$ cat src/rtl/cond_exec_unit.sv
// Conditional-execution unit: architectural NZCV flags, condition evaluation and
// an IT-block sequencer that supplies per-slot predicates to the E stage.
module cond_exec_unit #(
  parameter int FLAG_GROUPS = 2,
  parameter int MAX_IT_LEN  = 4,
  parameter int ITLW        = $clog2(MAX_IT_LEN + 1),
  localparam int MW         = (MAX_IT_LEN > 1) ? MAX_IT_LEN - 1 : 1
) (
  input  logic                   i_clk,
  input  logic                   i_reset,
  input  logic                   i_Valid_E,
  input  logic                   i_Stall_E,
  input  logic                   i_Flush_E,
  input  logic [FLAG_GROUPS-1:0] i_FlagWrite_E,
  input  logic [3:0]             i_Cond_E,
  input  logic [3:0]             i_ALUFlags,
  input  logic                   i_ITStart_E,
  input  logic [3:0]             i_ITCond_E,
  input  logic [MW-1:0]          i_ITMask_E,
  input  logic [ITLW-1:0]        i_ITLen_E,
  output logic [3:0]             o_Flags,
  output logic                   o_CondEx_E,
  output logic [3:0]             o_EffCond_E,
  output logic                   o_ITActive,
  output logic [ITLW-1:0]        o_ITRemain
);

  localparam int GW = 4 / FLAG_GROUPS;

  typedef enum logic {
    IDLE   = 1'b0,
    ACTIVE = 1'b1
  } itState_t;

  itState_t        r_state;
  logic [3:0]      r_flags;
  logic [3:0]      r_base;
  logic [MW-1:0]   r_mask;
  logic [ITLW-1:0] r_remain;
  logic [ITLW-1:0] r_slot;

  logic            w_maskBit;
  logic [3:0]      w_slotCond;
  logic [3:0]      w_effCond;
  logic            w_condEx;
  logic            w_accept;
  logic            w_flagWe;
  logic            w_lenOk;
  logic [3:0]      w_writeMask;

  function automatic logic evalCond(input logic [3:0] c, input logic [3:0] f);
    logic n, z, cf, v;
    n  = f[3];
    z  = f[2];
    cf = f[1];
    v  = f[0];
    case (c)
      4'h0:    evalCond = z;
      4'h1:    evalCond = !z;
      4'h2:    evalCond = cf;
      4'h3:    evalCond = !cf;
      4'h4:    evalCond = n;
      4'h5:    evalCond = !n;
      4'h6:    evalCond = v;
      4'h7:    evalCond = !v;
      4'h8:    evalCond = cf & !z;
      4'h9:    evalCond = !cf | z;
      4'hA:    evalCond = (n == v);
      4'hB:    evalCond = (n != v);
      4'hC:    evalCond = !z & (n == v);
      4'hD:    evalCond = z | (n != v);
      default: evalCond = 1'b1;
    endcase
  endfunction

  // Slot 0 always uses the base condition; later slots pick base or inverse from the mask.
  always_comb begin
    w_maskBit = 1'b1;
    for (int k = 1; k < MAX_IT_LEN; k++) begin
      if (r_slot == ITLW'(k)) w_maskBit = r_mask[k-1];
    end
    w_slotCond = w_maskBit ? r_base : {r_base[3:1], ~r_base[0]};
  end

  assign w_effCond = (r_state == ACTIVE) ? w_slotCond : i_Cond_E;
  assign w_condEx  = i_Valid_E & !i_Flush_E & evalCond(w_effCond, r_flags);
  assign w_accept  = i_Valid_E & !i_Stall_E & !i_Flush_E;
  assign w_flagWe  = w_condEx & !i_Stall_E;
  assign w_lenOk   = (i_ITLen_E != '0) && (i_ITLen_E <= ITLW'(MAX_IT_LEN));

  for (genvar g = 0; g < FLAG_GROUPS; g++) begin : g_wmask
    assign w_writeMask[(g+1)*GW-1 : g*GW] = {GW{i_FlagWrite_E[g]}};
  end

  always_ff @(posedge i_clk or posedge i_reset) begin
    if (i_reset) begin
      r_flags <= 4'b0000;
    end else if (w_flagWe) begin
      r_flags <= (r_flags & ~w_writeMask) | (i_ALUFlags & w_writeMask);
    end
  end

  // Flush wins over stall so a squashed IT block never resumes.
  always_ff @(posedge i_clk or posedge i_reset) begin
    if (i_reset) begin
      r_state  <= IDLE;
      r_remain <= '0;
      r_slot   <= '0;
      r_base   <= '0;
      r_mask   <= '0;
    end else if (i_Flush_E) begin
      r_state  <= IDLE;
      r_remain <= '0;
      r_slot   <= '0;
    end else if (w_accept) begin
      case (r_state)
        IDLE: begin
          if (i_ITStart_E && w_lenOk) begin
            r_state  <= ACTIVE;
            r_base   <= i_ITCond_E;
            r_mask   <= i_ITMask_E;
            r_remain <= i_ITLen_E;
            r_slot   <= '0;
          end
        end
        ACTIVE: begin
          if (r_remain == ITLW'(1)) begin
            r_state  <= IDLE;
            r_remain <= '0;
            r_slot   <= '0;
          end else begin
            r_remain <= r_remain - ITLW'(1);
            r_slot   <= r_slot + ITLW'(1);
          end
        end
        default: r_state <= IDLE;
      endcase
    end
  end

  assign o_Flags     = r_flags;
  assign o_CondEx_E  = w_condEx;
  assign o_EffCond_E = w_effCond;
  assign o_ITActive  = (r_state == ACTIVE);
  assign o_ITRemain  = r_remain;

endmodule

$ cat config.mk
export PLATFORM = sky130hd
export DESIGN_NAME = cond_exec_unit
export DESIGN_NICKNAME = d
export VERILOG_FILES = /design/src/rtl/cond_exec_unit.sv
export SDC_FILE = /design/constraint.sdc
export NUM_CORES = 1
export LEC_CHECK = 0
export CAP_MARGIN = 20
export CORE_MARGIN = 2
export CORE_UTILIZATION = 45
export CTS_CLUSTER_SIZE = 40
export DETAILED_ROUTE_END_ITERATION = 12
export DONT_BUFFER_PORTS = 1
export SYNTH_ARGS = -nofsm -noshare
export SYNTH_HDL_FRONTEND = slang
export SYNTH_SLANG_ARGS = --single-unit
export TNS_END_PERCENT = 50
$ cat constraint.sdc
create_clock -name i_clk -period 3.7 [get_ports i_clk]
set_clock_uncertainty 0.1 [all_clocks]
set_input_delay 0.37 -clock i_clk [delete_from_list [all_inputs] [get_ports i_clk]]
set_output_delay 0.37 -clock i_clk [all_outputs]
set_load 0.005 [all_outputs]
### Word level (Yosys, flattened, before mapping)

Cells that the tools add are included.

* register bits: 18
* output and inout port bits: 13
* word-level logic and storage cells: 79

* $add $sub $neg: 2
* magnitude comparators: 1
* equality and inequality tests: 20
* muxes and demuxes: 21
* bitwise operators: 16
* reduce and logical (&&, ||, !) cells: 13

Operator list (number)
* 4-bit equality test (second input constant): 6
* 3-bit two-way mux: 8
* 4-bit by 3-bit equality test with 1-bit output (second input constant): 4
* 1-bit one-hot mux with 14 select lines: 1
* 3-bit one-hot mux with 2 select lines: 2
* 4-bit bitwise AND: 2
* 4-bit by 2-bit equality test with 1-bit output (second input constant): 2
* 1-bit two-way mux: 8
* 1-bit bitwise AND: 7
* 3-bit by 1-bit equality test with 1-bit output (second input constant): 2
* 3-bit by 2-bit equality test with 1-bit output (second input constant): 2
* 1-bit logical NOT: 6
* 4-bit by 1-bit equality test with 1-bit output (second input constant): 1
* 4-bit logical NOT: 1
* 4-bit two-way mux: 1
* 4-bit inverter: 1
* 4-bit OR: 1
* 4-bit AND reduction: 1
* 3-bit by 1-bit adder with 3-bit output (second input constant): 1
* 3-bit less-or-equal comparator (second input constant): 1
* 3-bit inequality test (second input constant): 1
* 1-bit inverter: 3
* 3-bit nonzero test: 1
* 3-bit by 1-bit subtractor with 3-bit output (second input constant): 1
* other kinds (7): 9

### Logic depth before layout (Yosys ltp)

Gate-level depths: netlist of the first run.

* word-level depth: 10
* depth in mapped cells: 9
* gate-level depth less buffers: 9

### Least setup slack after synthesis of the first run

No wires, ideal clock.

* path kind: reg-to-reg
* from: reg r_slot[0]
* to: reg (tool-made name)
* data arrival time: 2463 ps
* required time: 3472 ps
* path slack: 1010 ps
* cell stages (with the launch flop): 10
* path buffers: 0
* period minus slack after synthesis: 2690 ps
* path through: dfrtp_1 -> ha_1 -> ha_1 -> nor2b_1 -> o311ai_4 -> a21oi_1 -> nor4b_1 -> nor4_4 -> a31oi_1 -> mux2_1

RTL lines
* from (decl): line 40 `logic [ITLW-1:0] r_slot;`
* from (signal assigned): line 133 `r_slot <= r_slot + ITLW'(1);`

### Final worst setup path of the first run

* from: reg r_slot[0]
* to: out o_CondEx_E

* longest elaborated chain between the ends: 9
* elaborated cells on any way between the ends: 24
* those cells by class: eq/ne: 16; mux: 6; bitwise: 1; reduce/logical: 1

Ends and longest elaborated chain
* 3-bit by 1-bit equality test with 1-bit output: line 80 `if (r_slot == ITLW'(k)) w_maskBit = r_mask[k-1];`
* 1-bit two-way mux (2 in a row): line 80
* 1-bit two-way mux *: line 80
* 1-bit two-way mux *: line 82 `w_slotCond = w_maskBit ? r_base : {r_base[3:1], ~r_base[0]};`
* 4-bit two-way mux *: line 85 `assign w_effCond = (r_state == ACTIVE) ? w_slotCond : i_Cond_E;`
* 4-bit equality test, or another cell as far along: line 57 `case (c)`
* 1-bit one-hot mux with 14 select lines *: line 57
* 1-bit bitwise AND *: line 86 `assign w_condEx = i_Valid_E & !i_Flush_E & evalCond(w_effCond, r_flags);`
* to (decl): line 22 `output logic o_CondEx_E,`

Mark *: on every way between the ends. The rest lies on a longest branch, timed or not.

==> impl_results.html, run 1 <==
<table>
<tr><th>Metric</th><th>Value</th></tr>
<tr><th colspan="2">Synthesis</th></tr>
<tr><td>Share of the synthesized area in compound gates (AO/OA/AOI/OAI)</td><td>0.166</td></tr>
<tr><td>Flip-flop and latch count after synthesis</td><td>18</td></tr>
<tr><td>Cell area after synthesis</td><td>1320 sq um</td></tr>
<tr><td>Number of unique standard cell types used by synthesis</td><td>42</td></tr>
<tr><td>Area fraction of the dominant cell type after synthesis</td><td>0.342</td></tr>
<tr><td>Top cells by area in the synthesized netlist</td><td>sky130_fd_sc_hd__dfrtp_1, sky130_fd_sc_hd__mux2_2, sky130_fd_sc_hd__ha_1</td></tr>
<tr><td>Adder-Cell Fraction of Synth Area</td><td>0.0569</td></tr>
<tr><td>XOR/XNOR share of the synthesized area</td><td>0.0133</td></tr>
<tr><td>Total of warnings raised by yosys</td><td>0</td></tr>
<tr><td>Syn nets</td><td>around 170</td></tr>
<tr><td>Mux share of post-synthesis cell area</td><td>0.155</td></tr>
<tr><td>Synth Area in Simple Gates</td><td>0.215</td></tr>
<tr><td>Top_reg_cell synth</td><td>sky130_fd_sc_hd__dfrtp_1</td></tr>
<tr><td>Post-synth ARST share</td><td>1.00</td></tr>
<tr><td>Dominant cell type by area after synthesis</td><td>sky130_fd_sc_hd__dfrtp_1</td></tr>
<tr><td>Average size of a mapped cell</td><td>between 9 and 10 sq um</td></tr>
<tr><td>Seq/Total Area, Yosys</td><td>0.342</td></tr>
<tr><td>Number of enable flip-flop cells after synthesis</td><td>0</td></tr>
<tr><td>Dominant combinational cell family by area after synthesis</td><td>simple AND/OR/NAND/NOR gates</td></tr>
<tr><td>Number of instances in the synthesized netlist</td><td>139</td></tr>
<tr><th colspan="2">Placement</th></tr>
<tr><td>Number of input and output port buffers inserted</td><td>0</td></tr>
<tr><td>Post-detailed-placement half-perimeter wirelength</td><td>2.20 mm</td></tr>
<tr><td>RD Place Congestion</td><td>around 0.89</td></tr>
<tr><td>Setup Slack @ Placement</td><td>between 0.7 and 0.8 ns</td></tr>
<tr><th colspan="2">Pwr</th></tr>
<tr><td>Static leakage</td><td>between 0.5 and 0.6 nW</td></tr>
<tr><td>Worst vdd rail ir drop</td><td>roughly 0.37 mV</td></tr>
<tr><td>Power density relative to cell area</td><td>420 nW/um^2</td></tr>
<tr><th colspan="2">Setup path</th></tr>
<tr><td>Data required, critical path</td><td>3.23 ns</td></tr>
<tr><td>Reg-to-Reg Start</td><td>r_slot[0]$_DFFE_PP0P_</td></tr>
<tr><td>Cell with the most instances on the worst path</td><td>sky130_fd_sc_hd__ha_1</td></tr>
<tr><td>Largest stage delay, worst path</td><td>between 0.5 and 0.6 ns</td></tr>
<tr><td>Worst setup path start</td><td>r_slot[0]$_DFFE_PP0P_</td></tr>
<tr><td>Highest-delay cell along the critical path</td><td>sky130_fd_sc_hd__nor4b_1</td></tr>
<tr><td>Reg2reg setup slack</td><td>around 0.74 ns</td></tr>
<tr><td>CP startpoint kind</td><td>flop</td></tr>
<tr><td>Number of buffer and inverter instances along the worst setup path</td><td>0</td></tr>
<tr><td>Cell breakdown of the critical path</td><td>ha_1, ha_1, nor2b_1, o311ai_4, a21oi_1, nor4b_1, nor4_4, a311oi_1</td></tr>
<tr><td>Depth of the worst register-to-register path</td><td>9</td></tr>
<tr><td>Critical-path maximum fanout</td><td>6</td></tr>
<tr><td>End point of the critical path</td><td>o_CondEx_E</td></tr>
<tr><td>Stages on the worst setup path</td><td>8</td></tr>
<tr><td>Data arrival time of the critical path</td><td>2.75 ns</td></tr>
<tr><td>Type of the setup path with the least slack</td><td>flop to output port</td></tr>
<tr><td>Dominant delay contributor by cell family on the critical path</td><td>compound AO/OA/AOI/OAI gates</td></tr>
<tr><td>Nature of the critical path endpoint</td><td>output port</td></tr>
<tr><th colspan="2">Global routing</th></tr>
<tr><td>Largest net degree at the start of global routing</td><td>19</td></tr>
<tr><td>Number of antenna violations at the first check in global routing</td><td>0</td></tr>
<tr><td>Total grt overflow</td><td>0</td></tr>
<tr><td>GRT Resource Usage Total</td><td>0.177</td></tr>
<tr><td>First-pass GRT wire length</td><td>around 4.7 mm</td></tr>
<tr><td>Vias in the first global route</td><td>1055</td></tr>
<tr><th colspan="2">Detailed routing</th></tr>
<tr><td>Iteration-0 DRC Markers</td><td>13</td></tr>
<tr><td>Vias per std cell</td><td>6.01</td></tr>
<tr><td>Post-detailed-route count of antenna-violating nets</td><td>0</td></tr>
<tr><td>Drt pass-1 iters</td><td>4</td></tr>
<tr><td>Post-detailed-route wirelength per cell</td><td>~16 microns</td></tr>
<tr><td>Total number of vias</td><td>just over 1000</td></tr>
<tr><td>Post-route DRC</td><td>0</td></tr>
<tr><td>Aggregate routed wire length</td><td>approximately 2.8 mm</td></tr>
<tr><th colspan="2">Run status</th></tr>
<tr><td>Run status</td><td>completed</td></tr>
<tr><th colspan="2">STA</th></tr>
<tr><td>Unrepaired setup endpoints after global routing</td><td>false</td></tr>
<tr><td>Clock period minus final worst setup slack</td><td>roughly 3.2 ns</td></tr>
<tr><td>Highest clock rate</td><td>~310 MHz</td></tr>
<tr><td>Fin Setup TNS</td><td>0 ns</td></tr>
<tr><td>Fin worst setup slack</td><td>~0.48 ns</td></tr>
<tr><td>Number of setup violations in the final report</td><td>0</td></tr>
<tr><td>Worst relative slew slack</td><td>0.523</td></tr>
<tr><td>Final Hold Vio Count</td><td>0</td></tr>
<tr><td>Least-Margin Pin Slew</td><td>about 0.71 ns</td></tr>
<tr><td>Post-route fraction of the period consumed by the critical path</td><td>0.869</td></tr>
<tr><td>Count of final max-slew check failures</td><td>0</td></tr>
<tr><th colspan="2">CTS</th></tr>
<tr><td>CTS clk-pin slew, worst paths</td><td>about 0.1 ns</td></tr>
<tr><td>Number of sinks driven by the clock tree</td><td>18</td></tr>
<tr><td>Cell at the root of the clock tree</td><td>sky130_fd_sc_hd__clkbuf_4</td></tr>
<tr><td>Skew-Pair Late Insertion Delay</td><td>0.29 ns</td></tr>
<tr><td>H-tree Lvls</td><td>1</td></tr>
<tr><td>Total of cells resized after clock tree synthesis</td><td>0</td></tr>
<tr><td>Clock buffer count from CTS</td><td>3</td></tr>
<tr><td>Setup Fix Bufs, Post-CTS</td><td>0</td></tr>
<tr><td>Clock tree from TritonCTS</td><td>yes</td></tr>
<tr><td>Maximum clock path buffer count</td><td>2</td></tr>
<tr><th colspan="2">Floorplanning</th></tr>
<tr><td>Floorplan core area</td><td>approximately 2800 sq um</td></tr>
<tr><td>Chip Width</td><td>~58 microns</td></tr>
<tr><td>Overall die area</td><td>approximately 3400 sq um</td></tr>
<tr><td>Total number of placement rows</td><td>19</td></tr>
<tr><td>Starting utilization of the core area</td><td>0.474</td></tr>
<tr><td>Die Ht</td><td>between 50 and 60 microns</td></tr>
<tr><td>Count of boundary I/O pins</td><td>39</td></tr>
<tr><th colspan="2">Layout</th></tr>
<tr><td>Net count reported at finish</td><td>roughly 170</td></tr>
<tr><td>Fraction of final layout cells with drive strength greater than 1</td><td>0.157</td></tr>
<tr><td>Sequential Area</td><td>~450 sq um</td></tr>
<tr><td>Count of antenna diodes in the layout</td><td>0</td></tr>
<tr><td>Number of filler cells placed in the layout</td><td>286</td></tr>
<tr><td>Signed area change from the synthesized netlist to the final layout</td><td>4.93%</td></tr>
<tr><td>Utilization after layout</td><td>0.498</td></tr>
<tr><td>Area occupied by multi-input gates</td><td>between 700 and 800 sq um</td></tr>
<tr><th colspan="2">Flow run</th></tr>
<tr><td>Max-cap check violation count</td><td>0</td></tr>
<tr><th colspan="2">Worst hold path</th></tr>
<tr><td>Min-delay worst type</td><td>input pin to flop</td></tr>
</table>
## worst register-to-register path, cell delays in order (launching register included)
cell and delay (ns):
sky130_fd_sc_hd__dfrtp_1 0.43, sky130_fd_sc_hd__ha_1 0.21, sky130_fd_sc_hd__ha_1 0.22, sky130_fd_sc_hd__nor2b_1 0.18, sky130_fd_sc_hd__o311ai_4 0.39, sky130_fd_sc_hd__a21oi_1 0.12
sky130_fd_sc_hd__nor4b_1 0.51, sky130_fd_sc_hd__nor4_4 0.08, sky130_fd_sc_hd__a31oi_1 0.25, sky130_fd_sc_hd__mux2_1 0.35
## cells by family (layout without fill, tap and decap cells)
group | after synthesis | after routing
simple gates | 52 | 52
compound gates | 28 | 28
flops | 18 | 18
mux | 17 | 17
buf+inv | 16 | 17
fa+ha+maj | 6 | 6
xor+xnor | 2 | 2
## cells in the final DEF (no fill, tap or decap), types with 2 or more instances in the layout
cell                       synthesis  layout
sky130_fd_sc_hd__dfrtp_1          18      18
sky130_fd_sc_hd__nor2_1           16      16
sky130_fd_sc_hd__inv_1            11      11
sky130_fd_sc_hd__nand2_1          11      11
sky130_fd_sc_hd__mux2_2            9       9
sky130_fd_sc_hd__a21oi_1           7       7
sky130_fd_sc_hd__ha_1              6       6
sky130_fd_sc_hd__o21ai_0           5       5
sky130_fd_sc_hd__nor3_1            4       4
sky130_fd_sc_hd__nand3_1           4       4
sky130_fd_sc_hd__mux2_1            4       4
sky130_fd_sc_hd__o31ai_1           4       4
sky130_fd_sc_hd__nor2b_1           3       3
sky130_fd_sc_hd__nand2b_1          3       3
sky130_fd_sc_hd__clkbuf_4          0       3
sky130_fd_sc_hd__nor4b_1           2       2
sky130_fd_sc_hd__mux2i_1           2       2
sky130_fd_sc_hd__or3_1             2       2
sky130_fd_sc_hd__a31oi_1           2       2
## how the worst min path moves through the flow
stage                                      to  depth (start not counted)  startpoint
finish                 o_ITActive$_DFFE_PP0P_                          1   i_Flush_E
global route           o_ITActive$_DFFE_PP0P_                          1   i_Flush_E
CTS                    o_ITActive$_DFFE_PP0P_                          1   i_Flush_E
detailed placement      r_slot[0]$_DFFE_PP0P_                          1     i_reset
global placement    o_ITRemain[2]$_DFFE_PP0P_                          1     i_reset
floorplan                           async pin                          1     i_reset
## final cells by class
cell class                      count  share of cell area
Inverter                           11              0.0298
Tap cell                           31              0.0280
Sequential cell                    18               0.325
Clock buffer                        4              0.0262
Timing Repair Buffer                2              0.0127
Multi-Input combinational cell    105               0.578
## routing by layer
layer / share of wire / vias up / global-route usage
met3: 0.071 / 4 / 0.0670
met5: 0 / - / 0
met4: 0.0098 / 0 / 0.0432
met2: 0.49 / 29 / 0.295
met1: 0.43 / 489 / 0.217
li1: - / 506 / -
## cells in the mapped netlist, types with 2 or more instances
master and number:
sky130_fd_sc_hd__nand3_1 4, sky130_fd_sc_hd__nor4b_1 2, sky130_fd_sc_hd__a31oi_1 2, sky130_fd_sc_hd__o31ai_1 4, sky130_fd_sc_hd__o21ai_0 5, sky130_fd_sc_hd__nor2_1 16
sky130_fd_sc_hd__or3_1 2, sky130_fd_sc_hd__dfrtp_1 18, sky130_fd_sc_hd__mux2_1 4, sky130_fd_sc_hd__nand2_1 11, sky130_fd_sc_hd__nand2b_1 3, sky130_fd_sc_hd__nor2b_1 3
sky130_fd_sc_hd__mux2i_1 2, sky130_fd_sc_hd__mux2_2 9, sky130_fd_sc_hd__inv_1 11, sky130_fd_sc_hd__clkbuf_1 3, sky130_fd_sc_hd__a21oi_1 7, sky130_fd_sc_hd__nor3_1 4
sky130_fd_sc_hd__ha_1 6
## where the power goes
| part | internal, mW | switching [mW] |
|---|---|---|
| sequential | 0.237 | 0.0621 |
| clock | 0.0599 | 0.0590 |
| combinational | 0.0824 | 0.0809 |
| total | 0.380 | 0.202 |
## what timing repair did
item                       CTS  global route
hold buffers                 1             0
hold endpoints to repair    18             0
setup endpoints to repair    0             0
## per-stage QoR
stage	cells	power (mW)	hold WS [ns]	instance area, sq um
global route	171	0.626	0.0107	1380
detailed placement	166	0.468	0.316	1340
CTS	171	0.593	0.0194	1380
finish	171	0.582	0.0365	1380
global placement	166	0.459	0.299	1340
floorplan	139	0.426	0.209	1320
Power figures use the tool's default switching activity.
==> run 2, diff against run 1 <==
CORE_ASPECT_RATIO = 0.5   (was unset)
CORE_UTILIZATION = 35   (was 45)
==> run 2 against run 1 <==
  * Combinational power barely moved
  * Clock power rose by 37%
  * Setup slack improved by 0.056 ns
  * Core utilization decreased by 9.6 points
  * Fmax is 1.8% higher
==> impl_results.html, run 2 (synthesized netlist as in run 1, its figures left out) <==
<table>
<tr><th>Metric</th><th>Value</th></tr>
<tr><th colspan="2">Placement</th></tr>
<tr><td>Post-detailed-placement half-perimeter wirelength</td><td>roughly 2.2 mm</td></tr>
<tr><td>RD Place Congestion</td><td>0.845</td></tr>
<tr><td>Number of input and output port buffers inserted</td><td>0</td></tr>
<tr><th colspan="2">Floorplanning</th></tr>
<tr><td>Starting utilization of the core area</td><td>0.374</td></tr>
<tr><td>Overall die area</td><td>roughly 4300 sq um</td></tr>
<tr><td>Chip Width</td><td>a little over 90 microns</td></tr>
<tr><td>Die Ht</td><td>approximately 47 microns</td></tr>
<tr><td>Count of boundary I/O pins</td><td>39</td></tr>
<tr><td>Floorplan core area</td><td>between 3000 and 4000 sq um</td></tr>
<tr><td>Total number of placement rows</td><td>15</td></tr>
<tr><th colspan="2">STA</th></tr>
<tr><td>Worst relative slew slack</td><td>0.510</td></tr>
<tr><td>Count of final max-slew check failures</td><td>0</td></tr>
<tr><td>Fin Setup TNS</td><td>0 ns</td></tr>
<tr><td>Number of setup violations in the final report</td><td>0</td></tr>
<tr><td>Post-route fraction of the period consumed by the critical path</td><td>0.854</td></tr>
<tr><td>Highest clock rate</td><td>316 MHz</td></tr>
<tr><td>Unrepaired setup endpoints after global routing</td><td>false</td></tr>
<tr><td>Final Hold Vio Count</td><td>0</td></tr>
<tr><td>Least-Margin Pin Slew</td><td>0.733 ns</td></tr>
<tr><td>Clock period minus final worst setup slack</td><td>approximately 3.2 ns</td></tr>
<tr><th colspan="2">Detailed routing</th></tr>
<tr><td>Drt pass-1 iters</td><td>4</td></tr>
<tr><td>Total number of vias</td><td>around 980</td></tr>
<tr><td>Post-detailed-route wirelength per cell</td><td>about 15 microns</td></tr>
<tr><td>Post-detailed-route count of antenna-violating nets</td><td>0</td></tr>
<tr><td>Post-route DRC</td><td>0</td></tr>
<tr><td>Vias per std cell</td><td>5.17</td></tr>
<tr><td>Iteration-0 DRC Markers</td><td>87</td></tr>
<tr><td>Aggregate routed wire length</td><td>between 2 and 3 mm</td></tr>
<tr><th colspan="2">Pwr</th></tr>
<tr><td>Power consumption</td><td>roughly 0.62 mW</td></tr>
<tr><td>Power density relative to cell area</td><td>440 nW/um^2</td></tr>
<tr><td>Worst vdd rail ir drop</td><td>0.102 mV</td></tr>
<tr><td>Static leakage</td><td>0.578 nW</td></tr>
<tr><th colspan="2">Layout</th></tr>
<tr><td>Count of antenna diodes in the layout</td><td>0</td></tr>
<tr><td>Net count reported at finish</td><td>172</td></tr>
<tr><td>Fraction of final layout cells with drive strength greater than 1</td><td>0.158</td></tr>
<tr><td>Signed area change from the synthesized netlist to the final layout</td><td>7.50%</td></tr>
<tr><td>Leading cell type in the layout, fill and taps excluded</td><td>sky130_fd_sc_hd__dfrtp_1</td></tr>
<tr><td>Most frequent cells in the layout</td><td>sky130_fd_sc_hd__dfrtp_1, sky130_fd_sc_hd__nor2_1, sky130_fd_sc_hd__inv_1, sky130_fd_sc_hd__nand2_1, sky130_fd_sc_hd__mux2_2</td></tr>
<tr><th colspan="2">Global routing</th></tr>
<tr><td>First-pass GRT wire length</td><td>roughly 4.5 mm</td></tr>
<tr><td>Vias in the first global route</td><td>between 900 and 1000</td></tr>
<tr><td>GRT Resource Usage Total</td><td>0.137</td></tr>
<tr><td>Total grt overflow</td><td>0</td></tr>
<tr><td>Number of antenna violations at the first check in global routing</td><td>0</td></tr>
<tr><td>Largest net degree at the start of global routing</td><td>19</td></tr>
<tr><th colspan="2">CTS</th></tr>
<tr><td>CTS Hold Buffers Added</td><td>0</td></tr>
<tr><td>Number of sinks driven by the clock tree</td><td>18</td></tr>
<tr><td>Maximum clock path buffer count</td><td>2</td></tr>
<tr><td>Clock tree from TritonCTS</td><td>yes</td></tr>
<tr><td>CTS clk-pin slew, worst paths</td><td>around 0.070 ns</td></tr>
<tr><td>Total of cells resized after clock tree synthesis</td><td>0</td></tr>
<tr><td>H-tree Lvls</td><td>1</td></tr>
<tr><td>Clock buffer count from CTS</td><td>3</td></tr>
<tr><td>Setup Fix Bufs, Post-CTS</td><td>0</td></tr>
<tr><td>Cell at the root of the clock tree</td><td>sky130_fd_sc_hd__clkbuf_8</td></tr>
<tr><td>Skew-Pair Late Insertion Delay</td><td>roughly 0.25 ns</td></tr>
<tr><th colspan="2">Setup path</th></tr>
<tr><td>Data arrival time of the critical path</td><td>around 2.7 ns</td></tr>
<tr><td>Nature of the critical path endpoint</td><td>output port</td></tr>
<tr><td>Critical-path maximum fanout</td><td>6</td></tr>
<tr><td>Type of the setup path with the least slack</td><td>flop to output port</td></tr>
<tr><td>CP startpoint kind</td><td>flop</td></tr>
<tr><td>Data required, critical path</td><td>between 3 and 4 ns</td></tr>
<tr><th colspan="2">Run status</th></tr>
<tr><td>Run status</td><td>completed</td></tr>
<tr><th colspan="2">Worst hold path</th></tr>
<tr><td>Min-delay worst type</td><td>input pin to async pin</td></tr>
<tr><th colspan="2">Flow run</th></tr>
<tr><td>Max-cap check violation count</td><td>0</td></tr>
</table>
==> run 2: cell count changes in the layout (fill, tap and decap cells not counted) <==
cell and delta:
sky130_fd_sc_hd__clkbuf_8 +3, sky130_fd_sc_hd__clkbuf_4 -3, sky130_fd_sc_hd__dlygate4sd3_1 -1
==> run 2: final timing paths <==
check / slack, ns / cells after the start / start / to
setup / recovery: 0.54 / 8 / r_slot[0]$_DFFE_PP0P_ / o_CondEx_E
hold / removal: 0.005 / 1 / i_reset / o_ITRemain[2]$_DFFE_PP0P_
setup reg to reg: 0.79 / 9 / r_slot[0]$_DFFE_PP0P_ / flop
hold reg to reg: 0.43 / 2 / o_ITRemain[1]$_DFFE_PP0P_ / o_ITRemain[1]$_DFFE_PP0P_
max in group asynchronous: 3.06 / 1 / i_reset / async pin
min in group i_clk: 0.08 / 1 / i_Flush_E / o_ITActive$_DFFE_PP0P_
==> run 2: area by class of cell <==
cell class / instances / area (sq um)
Sequential cell: 18 / 450
Inverter: 11 / 41.3
Tap cell: 51 / 63.8
Timing Repair Buffer: 1 / 7.51
Multi-Input combinational cell: 105 / 800
Clock buffer: 4 / 55.1
Fill cell: 369 / 2110
==> run 2: where the power goes <==
group	internal (mW)	switching (mW)	leakage, nW
clock	0.0946	0.0688	0.0288
sequential	0.238	0.0598	0.229
combinational	0.0816	0.0811	0.320
==> run 2: worst max-delay path, cell delays in order (launching register included) <==
cell                       delay (ns)
sky130_fd_sc_hd__dfrtp_1         0.43
sky130_fd_sc_hd__ha_1            0.21
sky130_fd_sc_hd__ha_1            0.23
sky130_fd_sc_hd__nor2b_1         0.18
sky130_fd_sc_hd__a2111o_1        0.38
sky130_fd_sc_hd__a31oi_2         0.30
sky130_fd_sc_hd__or3_1           0.15
sky130_fd_sc_hd__nand4_1         0.17
sky130_fd_sc_hd__a311oi_1        0.38
==> run 2: through the flow <==
stage / utilization / hold WS (ns) / area [sq um] / setup slack, ns / instances
6_report: 0.402 / 0.00548 / 1420 / 0.540 / 190
5_1_grt: 0.402 / 0.0669 / 1420 / 0.343 / 190
4_1_cts: 0.402 / 0.0330 / 1420 / 0.524 / 190
3_5_place_dp: 0.386 / 0.312 / 1360 / 0.790 / 186
3_3_place_gp: 0.386 / 0.307 / 1360 / 0.872 / 186
2_1_floorplan: - / 0.209 / 1320 / 1.01 / 139
==> run 2: layer usage <==
metal | global-route usage | part of all wire | vias up
met5 | 0 | 0 | -
met4 | 0.0455 | 0.0096 | 0
met2 | 0.209 | 0.43 | 22
li1 | - | - | 503
met3 | 0.0482 | 0.067 | 2
met1 | 0.187 | 0.50 | 456
==> run 3, diff against run 2 <==
CAP_MARGIN = unset   (was 20)
==> results of run 3 <==
Final layout, timing and power as in run 2 (identical DEF).
